$ cat src/rtl/cpu_pkg.sv
// Shared CPU front-end types and constants.
// Fetch FSM encoding and the buffered {pc, instr} entry live here.
package cpu_pkg;

   localparam int XLEN = 32;
   localparam logic [XLEN-1:0] RESET_PC_DEFAULT = 32'h0000_0000;
   localparam logic [XLEN-1:0] NOP = 32'h0000_0013;

   typedef enum logic [1:0] {
      IDLE  = 2'd0,
      REQ   = 2'd1,
      DRAIN = 2'd2
   } fetch_state_t;

   typedef struct packed {
      logic [XLEN-1:0] pc;
      logic [XLEN-1:0] instr;
   } fetch_entry_t;

endpackage

$ cat src/rtl/fetch_buffer.sv
// Synchronous FIFO of fetched {pc, instr} pairs.
// Flush clears it and wins over a same-cycle push or pop.
module fetch_buffer
   import cpu_pkg::*;
#(
   parameter int DEPTH = 4
) (
   input  logic                      clock,
   input  logic                      resetN,
   input  logic                      push,
   input  logic [XLEN-1:0]           pushPc,
   input  logic [XLEN-1:0]           pushInstr,
   input  logic                      pop,
   input  logic                      flush,
   output logic [XLEN-1:0]           headPc,
   output logic [XLEN-1:0]           headInstr,
   output logic [$clog2(DEPTH):0]    count,
   output logic                      full,
   output logic                      empty
);

   localparam int AW = $clog2(DEPTH);
   localparam int CW = AW + 1;

   fetch_entry_t     mem [DEPTH];
   logic [AW-1:0]    rdPtr;
   logic [AW-1:0]    wrPtr;
   logic             doPush;
   logic             doPop;

   assign full      = (count == CW'(DEPTH));
   assign empty     = (count == '0);
   assign doPush    = push && !flush;
   assign doPop     = pop && !empty && !flush;
   assign headPc    = mem[rdPtr].pc;
   assign headInstr = mem[rdPtr].instr;

   always_ff @(posedge clock or negedge resetN) begin
      if (!resetN) begin
         rdPtr <= '0;
         wrPtr <= '0;
         count <= '0;
      end else if (flush) begin
         rdPtr <= '0;
         wrPtr <= '0;
         count <= '0;
      end else begin
         if (doPush)
            wrPtr <= wrPtr + AW'(1);
         if (doPop)
            rdPtr <= rdPtr + AW'(1);
         unique case ({doPush, doPop})
            2'b10:   count <= count + CW'(1);
            2'b01:   count <= count - CW'(1);
            default: count <= count;
         endcase
      end
   end

   always_ff @(posedge clock) begin
      if (doPush)
         mem[wrPtr] <= {pushPc, pushInstr};
   end

endmodule

$ cat src/rtl/instruction_fetch.sv
// Instruction fetch: one outstanding memory read, a small buffer,
// and a rate-limited dispatch strobe toward decode.
module instruction_fetch
   import cpu_pkg::*;
#(
   parameter logic [31:0] RESET_PC  = RESET_PC_DEFAULT,
   parameter int          BUF_DEPTH = 4
) (
   input  logic        clock,
   input  logic        resetN,
   input  logic        available,
   output logic        decodePulse,
   output logic [31:0] instr,
   output logic [31:0] pcNumber,
   output logic        memReq,
   output logic [31:0] memAddr,
   input  logic        memDone,
   input  logic [31:0] memData,
   input  logic        redirectValid,
   input  logic [31:0] redirectPc
);

   localparam int CW = $clog2(BUF_DEPTH) + 1;

   fetch_state_t    state;
   fetch_state_t    stateNext;
   logic [31:0]     fetchPc;
   logic [31:0]     fetchPcNext;
   logic            issue;
   logic            push;
   logic            pop;
   logic            flush;
   logic            bufFull;
   logic            bufEmpty;
   logic [CW-1:0]   bufCount;
   logic [31:0]     headPc;
   logic [31:0]     headInstr;

   assign memReq = (state != IDLE);
   assign pop    = !decodePulse && !bufEmpty && available && !redirectValid;

   always_comb begin
      stateNext   = state;
      fetchPcNext = fetchPc;
      issue       = 1'b0;
      push        = 1'b0;
      flush       = 1'b0;
      if (redirectValid) begin
         fetchPcNext = redirectPc;
         flush       = 1'b1;
      end
      unique case (state)
         IDLE: begin
            if (!redirectValid && (bufCount < CW'(BUF_DEPTH))) begin
               stateNext = REQ;
               issue     = 1'b1;
            end
         end
         REQ: begin
            if (memDone) begin
               stateNext = IDLE;
               if (!redirectValid) begin
                  push        = !bufFull;
                  fetchPcNext = fetchPc + 32'd4;
               end
            end else if (redirectValid) begin
               stateNext = DRAIN;
            end
         end
         DRAIN: begin
            // The stale word is swallowed here; only the new PC survives.
            if (memDone)
               stateNext = IDLE;
         end
         default: stateNext = IDLE;
      endcase
   end

   always_ff @(posedge clock or negedge resetN) begin
      if (!resetN) begin
         state   <= IDLE;
         fetchPc <= RESET_PC;
         memAddr <= RESET_PC;
      end else begin
         state   <= stateNext;
         fetchPc <= fetchPcNext;
         if (issue)
            memAddr <= fetchPc;
      end
   end

   always_ff @(posedge clock or negedge resetN) begin
      if (!resetN) begin
         decodePulse <= 1'b0;
         instr       <= '0;
         pcNumber    <= '0;
      end else begin
         decodePulse <= pop;
         if (pop) begin
            instr    <= headInstr;
            pcNumber <= headPc;
         end
      end
   end

   fetch_buffer #(
      .DEPTH(BUF_DEPTH)
   ) u_buf (
      .clock     (clock),
      .resetN    (resetN),
      .push      (push),
      .pushPc    (fetchPc),
      .pushInstr (memData),
      .pop       (pop),
      .flush     (flush),
      .headPc    (headPc),
      .headInstr (headInstr),
      .count     (bufCount),
      .full      (bufFull),
      .empty     (bufEmpty)
   );

endmodule

$ cat config.mk
export PLATFORM = sky130hd
export DESIGN_NAME = instruction_fetch
export DESIGN_NICKNAME = d
export VERILOG_FILES = /design/src/rtl/cpu_pkg.sv /design/src/rtl/fetch_buffer.sv /design/src/rtl/instruction_fetch.sv
export SDC_FILE = /design/constraint.sdc
export NUM_CORES = 1
export LEC_CHECK = 0
export CAP_MARGIN = 30
export CORE_MARGIN = 1.5
export CORE_UTILIZATION = 30
export CTS_CLUSTER_SIZE = 40
export DETAILED_ROUTE_END_ITERATION = 10
export PLACE_DENSITY = 0.5
export SKIP_LAST_GASP = 1
export SLEW_MARGIN = 20
export SYNTH_ARGS = -nofsm -noshare
export SYNTH_HDL_FRONTEND = slang
export SYNTH_HIERARCHICAL = 1
export SYNTH_SLANG_ARGS = --single-unit
$ cat constraint.sdc
create_clock -name clock -period 9.8 [get_ports clock]
set_input_delay 1.96 -clock clock [delete_from_list [all_inputs] [get_ports clock]]
set_output_delay 1.96 -clock clock [all_outputs]
set_load 0.02 [all_outputs]
# Word-level counts from Yosys, hierarchy flattened
# Memories as Yosys holds them, arrays and structs flattened. A register that Yosys moved wholly into a read port is not among the register bits.
# Cells that the tools add are included.
# totals
mem_count	1
ff_bits	74
input_bits	69
wordCells	65
out_inout_bits	98
ram_bits	256
# op_classes
reduce_logical	20
n_addsub	5
magnitude_cmp	1
eq_ne	8
muxes	23
# memory_table
memory	words	word_bits	read_ports	rd_ports_with_merged_regs	write_ports	line_no	text
u_buf.mem	4	64	1	1	1	fetch_buffer.sv:25	fetch_entry_t mem [DEPTH];
# op_table
operator	n
two-way mux 32 bit	4
adder 32 x 3 -> 32 bit, second input constant	1
two-way mux 2 bit	8
two-way mux 1 bit	8
logical AND 1 bit	7
logical NOT 1 bit	6
one-hot mux 2 bit (3 select lines)	1
one-hot mux 3 bit (2 select lines)	1
nonzero test 2 bit	3
adder 2 x 1 -> 2 bit, second input constant	2
equality test 2 x 1 -> 1 bit, second input constant	2
equality test 2 bit, second input constant	2
inequality test 2 bit, second input constant	2
adder 3 x 1 -> 3 bit, second input constant	1
equality test 3 bit, second input constant	1
logical NOT 3 bit	1
< comparator 3 bit, second input constant	1
two-way mux 3 bit	1
inequality test 3 bit, second input constant	1
AND reduction 3 bit	1
nonzero test 3 bit	1
subtractor 3 x 1 -> 3 bit, second input constant	1
logical NOT 2 bit	1

# Longest topological paths before layout
# Gate-level depths: netlist of run 1.
# logic_depth
word_depth	10
mapped_depth	12

# Cells and area by module
# Netlist of run 1, hierarchy kept.
# by_module_without_submodules
mod	cells_each	area_each_um2	n_inst
fetch_buffer	387	9718.1	1
instruction_fetch	403	5586.6	1

# Worst setup path before layout of run 1
# No wires, ideal clock.
# synth_path
kind	input-to-reg
from	input port redirectValid
to	memory u_buf/mem[0][0] (netlist name) (enable)
stages	6
required_time_ns	9.371
n_path_buf	2
t_arrival_ns	4.405
setup_slack_ns	4.966
setup_ns	0.429
path_cell_list	buf_2 -> nand4bb_1 -> nor2_1 -> buf_6 -> nor2b_1 -> and2_1
# synth_between
elab_chain_len	6
word_cells_on_any_way	8
cone_classes	6 x mux; 2 x reduce/logical
# synth_lines
item	line_no	text
from (decl)	instruction_fetch.sv:19	input logic redirectValid,
two-way mux 1 bit	instruction_fetch.sv:62	if (!redirectValid) begin
two-way mux 1 bit	instruction_fetch.sv:60	if (memDone) begin
two-way mux 1 bit	instruction_fetch.sv:52	unique case (state)
named net push	instruction_fetch.sv:30	logic push;
logical AND 1 bit	fetch_buffer.sv:33	assign doPush = push && !flush;
two-way mux 1 bit	fetch_buffer.sv:61	if (doPush)
two-way mux 1 bit (implied by the code)	fetch_buffer.sv:62	mem[wrPtr] <= {pushPc, pushInstr};
to (decl)	fetch_buffer.sv:25	
# The timed path passes the listed nets, and every way through them passes these cells.

# Worst setup path after layout of run 1
# layout_path
from	input port redirectValid
to	memory u_buf/mem[0][26] (netlist name) (enable)
# The elaborated chain is that of the path after synthesis.

==> impl_metrics.csv, run 1 <==
group,metric,value,unit
floorplan,ios,167,
hold_path,holdCritPathClass,"reg -> reg",
critical_path,critPathCaptureType,"flip-flop",
drt,wl,34.8,mm
timing,fmax,208,MHz
pwr,power_density,220,nW/µm²
synthesis,syn-num-nets,865,
timing,slew_violations,0,
drt,vias_per_cell,4.61,
finish,final_cell_mix,"256 x edfxtp_1, 164 x clkdlybuf4s50_1, 136 x dfrtp_1",
clock_network,root_buffer,"clkbuf_16",
timing,fin_worst_skew,0.0162,ns
synthesis,ys_ff_latch,394,
clock_network,postCtsSetupBuffers,0,
finish,final_layout_size_suffix_gt1_frac,0.258,
finish,num_antenna_cells,0,
grt,grt_pass1_vias,8118,
pwr,p_leak,0.00661,µW
job,drv_cap,0,
floorplan,fp.dieW,229,µm
critical_path,crit_type,"in -> reg",
placement,dp_hpwl,21.8,mm
synthesis,ys_async_sr_fraction,0.350,
pwr,p_int,3130,µW
grt,grt_pass1_wl,53.5,mm
drt,ant_nets,0,
finish,finalInstanceArea,19100,µm²
grt,grt_max_degree,84,
timing,rsz0062_at_grt,"false",
timing,period_minus_slack,4.80,ns
grt,antenna_found_initial,0,
clock_network,ctsResizeCount,0,
critical_path,crit_fanout,66,
drt,num_vias,7745,
clock_network,clock_sinks,394,
timing,post-route-period-util,0.490,
pwr,peakVddDrop,0.0971,mV
critical_path,critical_path_arrival,4.96,ns
drt,drc,0,
floorplan,rows,82,
pwr,share_comb_of_total_power,0.154,
clock_network,clkLatencyLatePin,0.54,ns
synthesis,synth_edf_count,256,
placement,postPlaceCellArea,17800,µm²
floorplan,coreArea,50300,µm²
pwr,switchingPower,1070,µW
pwr,swShare,0.255,
finish,fillers,4668,
synthesis,synth_cell_type_count,50,
floorplan,die_h,229,µm
grt,overflow,0,
clock_network,cts_made_buffers,42,
synthesis,yosys_warnings,6,
clock_network,h-tree-depth,2,
placement,portBuffers,166,
timing,worstMarginPinSlew,0.881,ns
critical_path,critPathRequiredTime,9.96,ns
drt,first_pass_iters,4,
timing,setup_viol,0,
synthesis,synthCells,790,
pwr,power_frac_seq,0.485,
finish,area.growth.synth_to_final,24.8,%
clock_network,clockBufferDepth,3,
critical_path,start_kind,"input pin",
synthesis,ys_seq_area_frac,0.728,
outcome,status,"completed",
synthesis,synth.avg_cell_area,19.4,µm²
clock_network,cts_tree,"yes",
floorplan,die-area,52400,µm²
drt,drtIter0Drc,411,
pwr,p_clk_frac,0.361,
synthesis,synth_ff_type,"edfxtp_1",
grt,grt_usage,0.135,
clock_network,hold_buffers,0,
placement,gp_congestion,0.698,
drt,detail_route.wl_per_cell,20.7,µm
timing,setup_tns,0,ns
clock_network,clk_pin_slew,0.06,ns
timing,slew_headroom,0.413,
finish,final_common_cell,"edfxtp_1",
finish,nNetsFinal,1048,
floorplan,start_util,0.304,
synthesis,syn_area,15300,µm²
timing,finalHoldViolCount,0,
-- synthesized netlist by cell type (all sizes together), types with 5 or more instances --
library cell / instances / area [µm²]
edfxtp: 256 / 7690
dfrtp: 138 / 3450
mux2: 100 / 1130
mux4: 64 / 1440
buf: 33 / 190
mux2i: 25 / 250
nand2: 18 / 67.6
nand4: 15 / 100
o31a: 14 / 123
and2: 13 / 82.6
o21ai: 12 / 60.1
nand3: 11 / 72.6
nor2: 11 / 41.3
nor4: 10 / 68.8
nand2b: 8 / 50.1
xor2: 8 / 70.1
clkbuf: 6 / 22.5
xnor2: 6 / 52.6
and4: 5 / 43.8
ha: 5 / 62.6
inv: 5 / 18.8
nor3: 5 / 35.0
-- power groups by stage --
stage               logic, µW  clock network [µW]  registers (µW)
global route              685                1630            2070
detailed placement        659                   0            2080
CTS                       662                1570            2050
finish                    646                1520            2040
global placement          653                   0            2080
floorplan                 161                   0            2190
-- area by class of cell --
| cell class | count | area (µm²) | area share |
|---|---|---|---|
| sequential | 394 | 11100 | 0.583 |
| multi-input combinational | 352 | 3960 | 0.207 |
| timing repair buffer | 178 | 1810 | 0.0950 |
| clock buffer | 55 | 1160 | 0.0607 |
| tap | 672 | 841 | 0.0440 |
| clock inverter | 23 | 166 | 0.00871 |
| inverter | 5 | 18.8 | 0.000982 |
-- routing by layer --
metal,GRT usage,wire [µm],vias to the layer above
li1,-,-,3495
met4,0.0345,669,0
met2,0.210,16200,162
met1,0.195,16600,4040
met3,0.0237,1310,48
met5,0,0,-
-- path summary, 6_finish.rpt --
| path | start | end | slack, ns | cells after the start |
|---|---|---|---|---|
| setup / recovery | redirectValid | u_buf/mem[0][26]$_DFFE_PP_ | 5.00 | 7 |
| hold / removal | memAddr[25]$_DFFE_PN0P_ | memAddr[25]$_DFFE_PN0P_ | 0.49 | 1 |
| setup reg to reg | state[1]$_DFFE_PN0P_ | u_buf/mem[0][26]$_DFFE_PP_ | 6.50 | 5 |
| hold reg to reg | memAddr[25]$_DFFE_PN0P_ | memAddr[25]$_DFFE_PN0P_ | 0.49 | 1 |
| max in group asynchronous | resetN | u_buf/rdPtr[0]$_DFFE_PN0P_ | 6.96 | 2 |
| min in group asynchronous | resetN | instr[18]$_DFFE_PN0P_ | 1.46 | 1 |
-- critical path, stage by stage --
cell and delay [ns]:
buf_2 0.09, buf_4 0.35, nand4bb_1 0.42, nor2_1 0.71, nor2b_1 0.34, and2_4 0.39
buf_4 0.64
-- cell families after synthesis --
kind of cell	count (synthesis)	share of synthesized area
buffers and inverters	44	0.0151
AND/OR/NAND/NOR	109	0.0432
AO/OA/AOI/OAI	34	0.0163
multiplexers	189	0.184
flip-flops	394	0.728
adder cells (fa/ha/maj)	6	0.00540
XOR/XNOR	14	0.00801
-- flip-flops by register name, summed over array words and instances (netlist names) --
register	count
fetchPc	32
u_buf/wrPtr	2
state	2
u_buf/count	3
memAddr	32
u_buf/rdPtr	2
pcNumber	32
instr	32
decodePulse	1
u_buf/mem	256
-- per-stage QoR --
stage	hold slack (ns)	setup WS (ns)	utilization	std cells	power, µW
after detailed placement	0.486	4.44	0.354	1601	2740
after floorplan	0.487	4.97	-	790	2350
final	0.490	5.00	0.380	1679	4210
after CTS	0.500	5.02	0.380	1679	4280
after global placement	0.475	4.54	0.351	1595	2730
after global routing	0.522	4.79	0.380	1679	4380
Note: power is estimated with default switching activity, not from simulation.
==> run 2: changes to the inputs <==
Settings changed: PLACE_DENSITY 0.5 to 0.51.
Clock period 9.8 ns to 3.91 ns, I/O delays scaled along.
==> run 2 against run 1 <==
  * Critical endpoint is now memReq
  * Register-to-register slack got worse by 5.0 ns
  * Critical path type is now reg -> out
  * Clock skew shrank 0.0046 ns
  * Largest power group unchanged
  * Sequential cell count did not move
==> impl_metrics.csv, run 2 (same netlist as run 1, synthesis figures left out) <==
group,metric,value,unit
outcome,status,"completed",
timing,setup_tns,0,ns
finish,num_antenna_cells,0,
timing,slew_headroom,0.471,
drt,detail_route.wl_per_cell,21.1,µm
grt,grt_usage,0.137,
finish,top_register,"u_buf/mem",
job,drv_cap,0,
grt,grt_pass1_wl,54.2,mm
finish,area.growth.synth_to_final,25.6,%
floorplan,coreArea,50300,µm²
grt,overflow,0,
grt,antenna_found_initial,2,
grt,grt_pass1_vias,8309,
clock_network,clk_pin_slew,0.06,ns
critical_path,start_kind,"flip-flop",
clock_network,cts_made_buffers,43,
floorplan,ios,167,
finish,largest_reg_flops,256,
placement,dp_hpwl,21.9,mm
clock_network,ctsResizeCount,0,
finish,fillers,4628,
critical_path,critical_path_arrival,1.89,ns
clock_network,clock_sinks,394,
pwr,peakVddDrop,0.241,mV
timing,worstMarginPinSlew,0.790,ns
drt,ant_nets,0,
critical_path,crit_type,"reg -> out",
finish,nNetsFinal,1055,
finish,final_common_cell,"edfxtp_1",
grt,grt_max_degree,70,
timing,finalHoldViolCount,0,
drt,vias_per_cell,4.65,
hold_path,holdCritPathClass,"in -> async",
finish,final_cell_mix,"256 x edfxtp_1, 164 x clkdlybuf4s50_1, 136 x dfrtp_1",
timing,fmax,375,MHz
clock_network,cts_tree,"yes",
pwr,p_leak,0.00666,µW
critical_path,crit_fanout,8,
finish,final_util,0.382,
critical_path,critPathRequiredTime,3.13,ns
floorplan,die_h,229,µm
floorplan,start_util,0.304,
drt,num_vias,7838,
finish,final_layout_size_suffix_gt1_frac,0.255,
critical_path,critPathCaptureType,"primary output",
placement,portBuffers,166,
pwr,power_density,555,nW/µm²
floorplan,die-area,52400,µm²
clock_network,clockBufferDepth,3,
clock_network,hold_buffers,0,
timing,slew_violations,0,
timing,rsz0062_at_grt,"false",
clock_network,postCtsSetupBuffers,0,
floorplan,rows,82,
timing,fin_worst_skew,0.0116,ns
drt,first_pass_iters,4,
clock_network,h-tree-depth,2,
clock_network,clkLatencyLatePin,0.55,ns
timing,period_minus_slack,2.67,ns
timing,setup_viol,0,
drt,wl,35.5,mm
drt,drc,0,
placement,gp_congestion,0.733,
timing,post-route-period-util,0.683,
drt,drtIter0Drc,340,
floorplan,fp.dieW,229,µm
clock_network,root_buffer,"clkbuf_16",
-- run 2: cell count changes in the layout (fill, tap and decap cells not counted), moves of 2 or more --
cell	previous run	this run
clkinv_2	11	7
clkinvlp_4	2	0
clkbuf_1	7	16
buf_4	6	10
bufinv_16	1	3
buf_12	5	7
inv_6	3	1
-- run 2: power breakdown --
group	switching [µW]	internal, µW
logic	763	862
registers	304	4820
clock network	1590	2320
total	2660	8010
-- run 2: final timing paths --
| check | start | endpoint | slack [ns] | cells past startpoint |
|---|---|---|---|---|
| max | state[0]$_DFFE_PN0P_ | memReq | 1.24 | 2 |
| min | resetN | instr[17]$_DFFE_PN0P_ | 0.24 | 1 |
| min in group clock | memAddr[25]$_DFFE_PN0P_ | memAddr[25]$_DFFE_PN0P_ | 0.48 | 1 |
| max in group asynchronous | resetN | fetchPc[26]$_DFF_PN0_ | 2.81 | 2 |
| min reg2reg | memAddr[25]$_DFFE_PN0P_ | memAddr[25]$_DFFE_PN0P_ | 0.48 | 1 |
| max reg2reg | state[1]$_DFFE_PN0P_ | u_buf/mem[3][53]$_DFFE_PP_ | 1.50 | 5 |
-- run 2: critical path, cell delays in order, from the launching register on --
cell,delay (ns)
dfrtp_1,0.46
or2_2,0.33
clkdlybuf4s50_1,0.54
-- run 2: layout make-up --
type                            count  area [µm²]  area share
Sequential cell                   394       11100       0.580
Multi-Input combinational cell    352        3960       0.206
Timing Repair Buffer              184        1900      0.0989
Clock buffer                       64        1200      0.0627
Tap cell                          672         841      0.0438
Clock inverter                     14         145     0.00755
Inverter                            5        18.8    0.000977
-- run 2: stage by stage --
stage	setup WS (ns)	hold slack (ns)	std cells	total power, µW	area [µm²]
floorplan	0.254	0.486	790	5890	15300
global placement	0.749	0.486	1606	6860	17800
finish	1.24	0.242	1685	10700	19200
global route	1.15	0.286	1685	11100	19200
detailed placement	0.711	0.474	1607	6870	17900
CTS	1.21	0.255	1685	10800	19200
-- run 2: metal layers --
metal | up-vias | share of wire | global-route usage
met5 | - | 0.00037 | 0
met4 | 2 | 0.021 | 0.0395
li1 | 3507 | - | -
met2 | 192 | 0.45 | 0.213
met3 | 58 | 0.047 | 0.0271
met1 | 4079 | 0.48 | 0.196
==> run 3: changes to the inputs <==
Clock period 3.91 ns to 2.2 ns, I/O delays scaled along.
==> run 3 against run 2 <==
  * Global-route usage is 0.17 points higher
  * Die area did not move
  * Wire length increased by 0.95%
  * Clock power rose by 78%
  * Register-to-register slack lost 1.3 ns
  * Non-clock buffer count up 51
  * Design area up 3.3%
  * Total power up 79%
  * Utilization increased by 1.3 points
  * Critical path type unchanged
  * Critical endpoint unchanged
  * Largest power group unchanged
==> impl_metrics.csv, run 3 (same netlist as run 1, synthesis figures left out) <==
group,metric,value,unit
floorplan,die_h,229,µm
grt,grt_pass1_wl,55.3,mm
pwr,power_frac_seq,0.475,
critical_path,start_kind,"flip-flop",
floorplan,ios,167,
finish,final_common_cell,"edfxtp_1",
placement,dp_hpwl,23.9,mm
floorplan,rows,82,
drt,wl,35.8,mm
grt,grt_pass1_vias,8655,
critical_path,critical_path_arrival,1.67,ns
drt,num_vias,7926,
hold_path,holdCritPathClass,"in -> async",
critical_path,crit_type,"reg -> out",
timing,fin_worst_skew,0.0233,ns
grt,overflow,0,
drt,ant_nets,0,
finish,regArea,11200,µm²
pwr,p_leak,0.00696,µW
pwr,share_comb_of_total_power,0.159,
floorplan,coreArea,50300,µm²
finish,final_util,0.395,
finish,top_register,"u_buf/mem",
clock_network,clk_pin_slew,0.05,ns
timing,finalHoldViolCount,0,
finish,multiInputGateArea,4000,µm²
timing,fmax,474,MHz
pwr,p_int,14300,µW
finish,final_layout_size_suffix_gt1_frac,0.290,
finish,fillers,4625,
placement,postPlaceCellArea,18500,µm²
job,drv_cap,0,
timing,timing.hold.ws,0.291,ns
clock_network,cts_tree,"yes",
critical_path,critPathCaptureType,"primary output",
clock_network,clockBufferDepth,3,
drt,detail_route.wl_per_cell,20.6,µm
clock_network,cts_made_buffers,44,
drt,drc,0,
critical_path,critPathRequiredTime,1.76,ns
clock_network,clkLatencyLatePin,0.57,ns
timing,slew_headroom,0.584,
timing,setup_viol,0,
timing,slew_violations,0,
drt,drtIter0Drc,460,
drt,first_pass_iters,4,
grt,grt_usage,0.139,
floorplan,start_util,0.304,
clock_network,h-tree-depth,2,
pwr,swShare,0.251,
finish,num_antenna_cells,0,
pwr,p_clk_frac,0.366,
critical_path,crit_fanout,5,
pwr,peakVddDrop,0.466,mV
outcome,status,"completed",
clock_network,root_buffer,"clkbuf_16",
floorplan,fp.dieW,229,µm
clock_network,postCtsSetupBuffers,0,
pwr,power_density,961,nW/µm²
timing,worstMarginPinSlew,0.624,ns
finish,finalInstanceArea,19800,µm²
finish,area.growth.synth_to_final,29.7,%
floorplan,die-area,52400,µm²
finish,final_cell_mix,"256 x edfxtp_1, 163 x clkdlybuf4s50_1, 134 x dfrtp_1",
pwr,switchingPower,4780,µW
clock_network,clock_sinks,394,
grt,grt_max_degree,68,
timing,period_minus_slack,2.11,ns
timing,post-route-period-util,0.958,
drt,vias_per_cell,4.56,
finish,largest_reg_flops,256,
finish,nNetsFinal,1107,
placement,gp_congestion,0.776,
timing,rsz0062_at_grt,"false",
grt,antenna_found_initial,0,
placement,portBuffers,166,
==> run 3: changes by cell type in the layout (fill, tap and decap cells not counted), moves of 2 or more <==
cell,before,now
buf_12,7,24
buf_4,10,44
clkbuf_16,43,45
clkbuf_8,5,0
clkinv_1,3,11
clkinv_2,7,4
dfrtp_1,136,134
dfrtp_2,0,2
nor3_1,3,1
nor3_2,2,4
==> run 3: cell type report <==
class / instances / area share
Clock buffer: 61 / 0.0598
Clock inverter: 20 / 0.00851
Inverter: 5 / 0.000946
Multi-Input combinational cell: 352 / 0.202
Sequential cell: 394 / 0.562
Tap cell: 672 / 0.0424
Timing Repair Buffer: 235 / 0.125
==> run 3: layer usage <==
| metal | vias up | GRT usage | wire length (µm) |
|---|---|---|---|
| li1 | 3616 | - | - |
| met1 | 4074 | 0.200 | 17100 |
| met2 | 191 | 0.214 | 16400 |
| met3 | 45 | 0.0253 | 1640 |
| met4 | 0 | 0.0424 | 680 |
| met5 | - | 0 | 0 |
==> run 3: power groups by stage <==
stage | Sequential, µW | Combinational [µW] | Clock, µW
2_1_floorplan | 9750 | 721 | 0
6_report | 9050 | 3040 | 6970
5_1_grt | 9160 | 3220 | 7500
3_3_place_gp | 9220 | 3060 | 0
4_1_cts | 9080 | 3100 | 7220
3_5_place_dp | 9210 | 3080 | 0
==> run 3: final timing paths <==
kind	start	to	slack (ns)	cells after the start
setup / recovery	state[1]$_DFFE_PN0P_	memReq	0.09	3
hold reg to reg	instr[28]$_DFFE_PN0P_	instr[28]$_DFFE_PN0P_	0.50	1
min in group clock	redirectValid	state[0]$_DFFE_PN0P_	0.35	3
hold / removal	resetN	instr[16]$_DFFE_PN0P_	0.29	2
setup reg to reg	u_buf/count[2]$_DFFE_PN0P_	u_buf/count[1]$_DFFE_PN0P_	0.18	7
max in group asynchronous	resetN	fetchPc[23]$_DFF_PN0_	1.27	3
==> run 3: critical path, stage by stage, from the launching register on <==
cell             delay, ns
dfrtp_1               0.37
buf_4                 0.16
or2_2                 0.29
clkdlybuf4s15_1       0.30
==> run 3: repair_timing <==
item | CTS | global route
resized for setup | 1 | 3
hold buffers | 1 | 0
hold endpoints to repair | 10 | 0
pin swaps | 0 | 0
endpoints found under the setup margin | 1 | 2
==> run 3: stage by stage <==
| stage | instances | setup WS [ns] | power (µW) | setup TNS, ns |
|---|---|---|---|---|
| finish | 1739 | 0.0916 | 19100 | 0 |
| global route | 1739 | 0.0217 | 19900 | 0 |
| CTS | 1739 | 0.000618 | 19400 | 0 |
| detailed placement | 1657 | -0.329 | 12300 | -80.95 |
| global placement | 1657 | -0.312 | 12300 | -74.71 |
| floorplan | 790 | -0.0520 | 10500 | -3.87 |
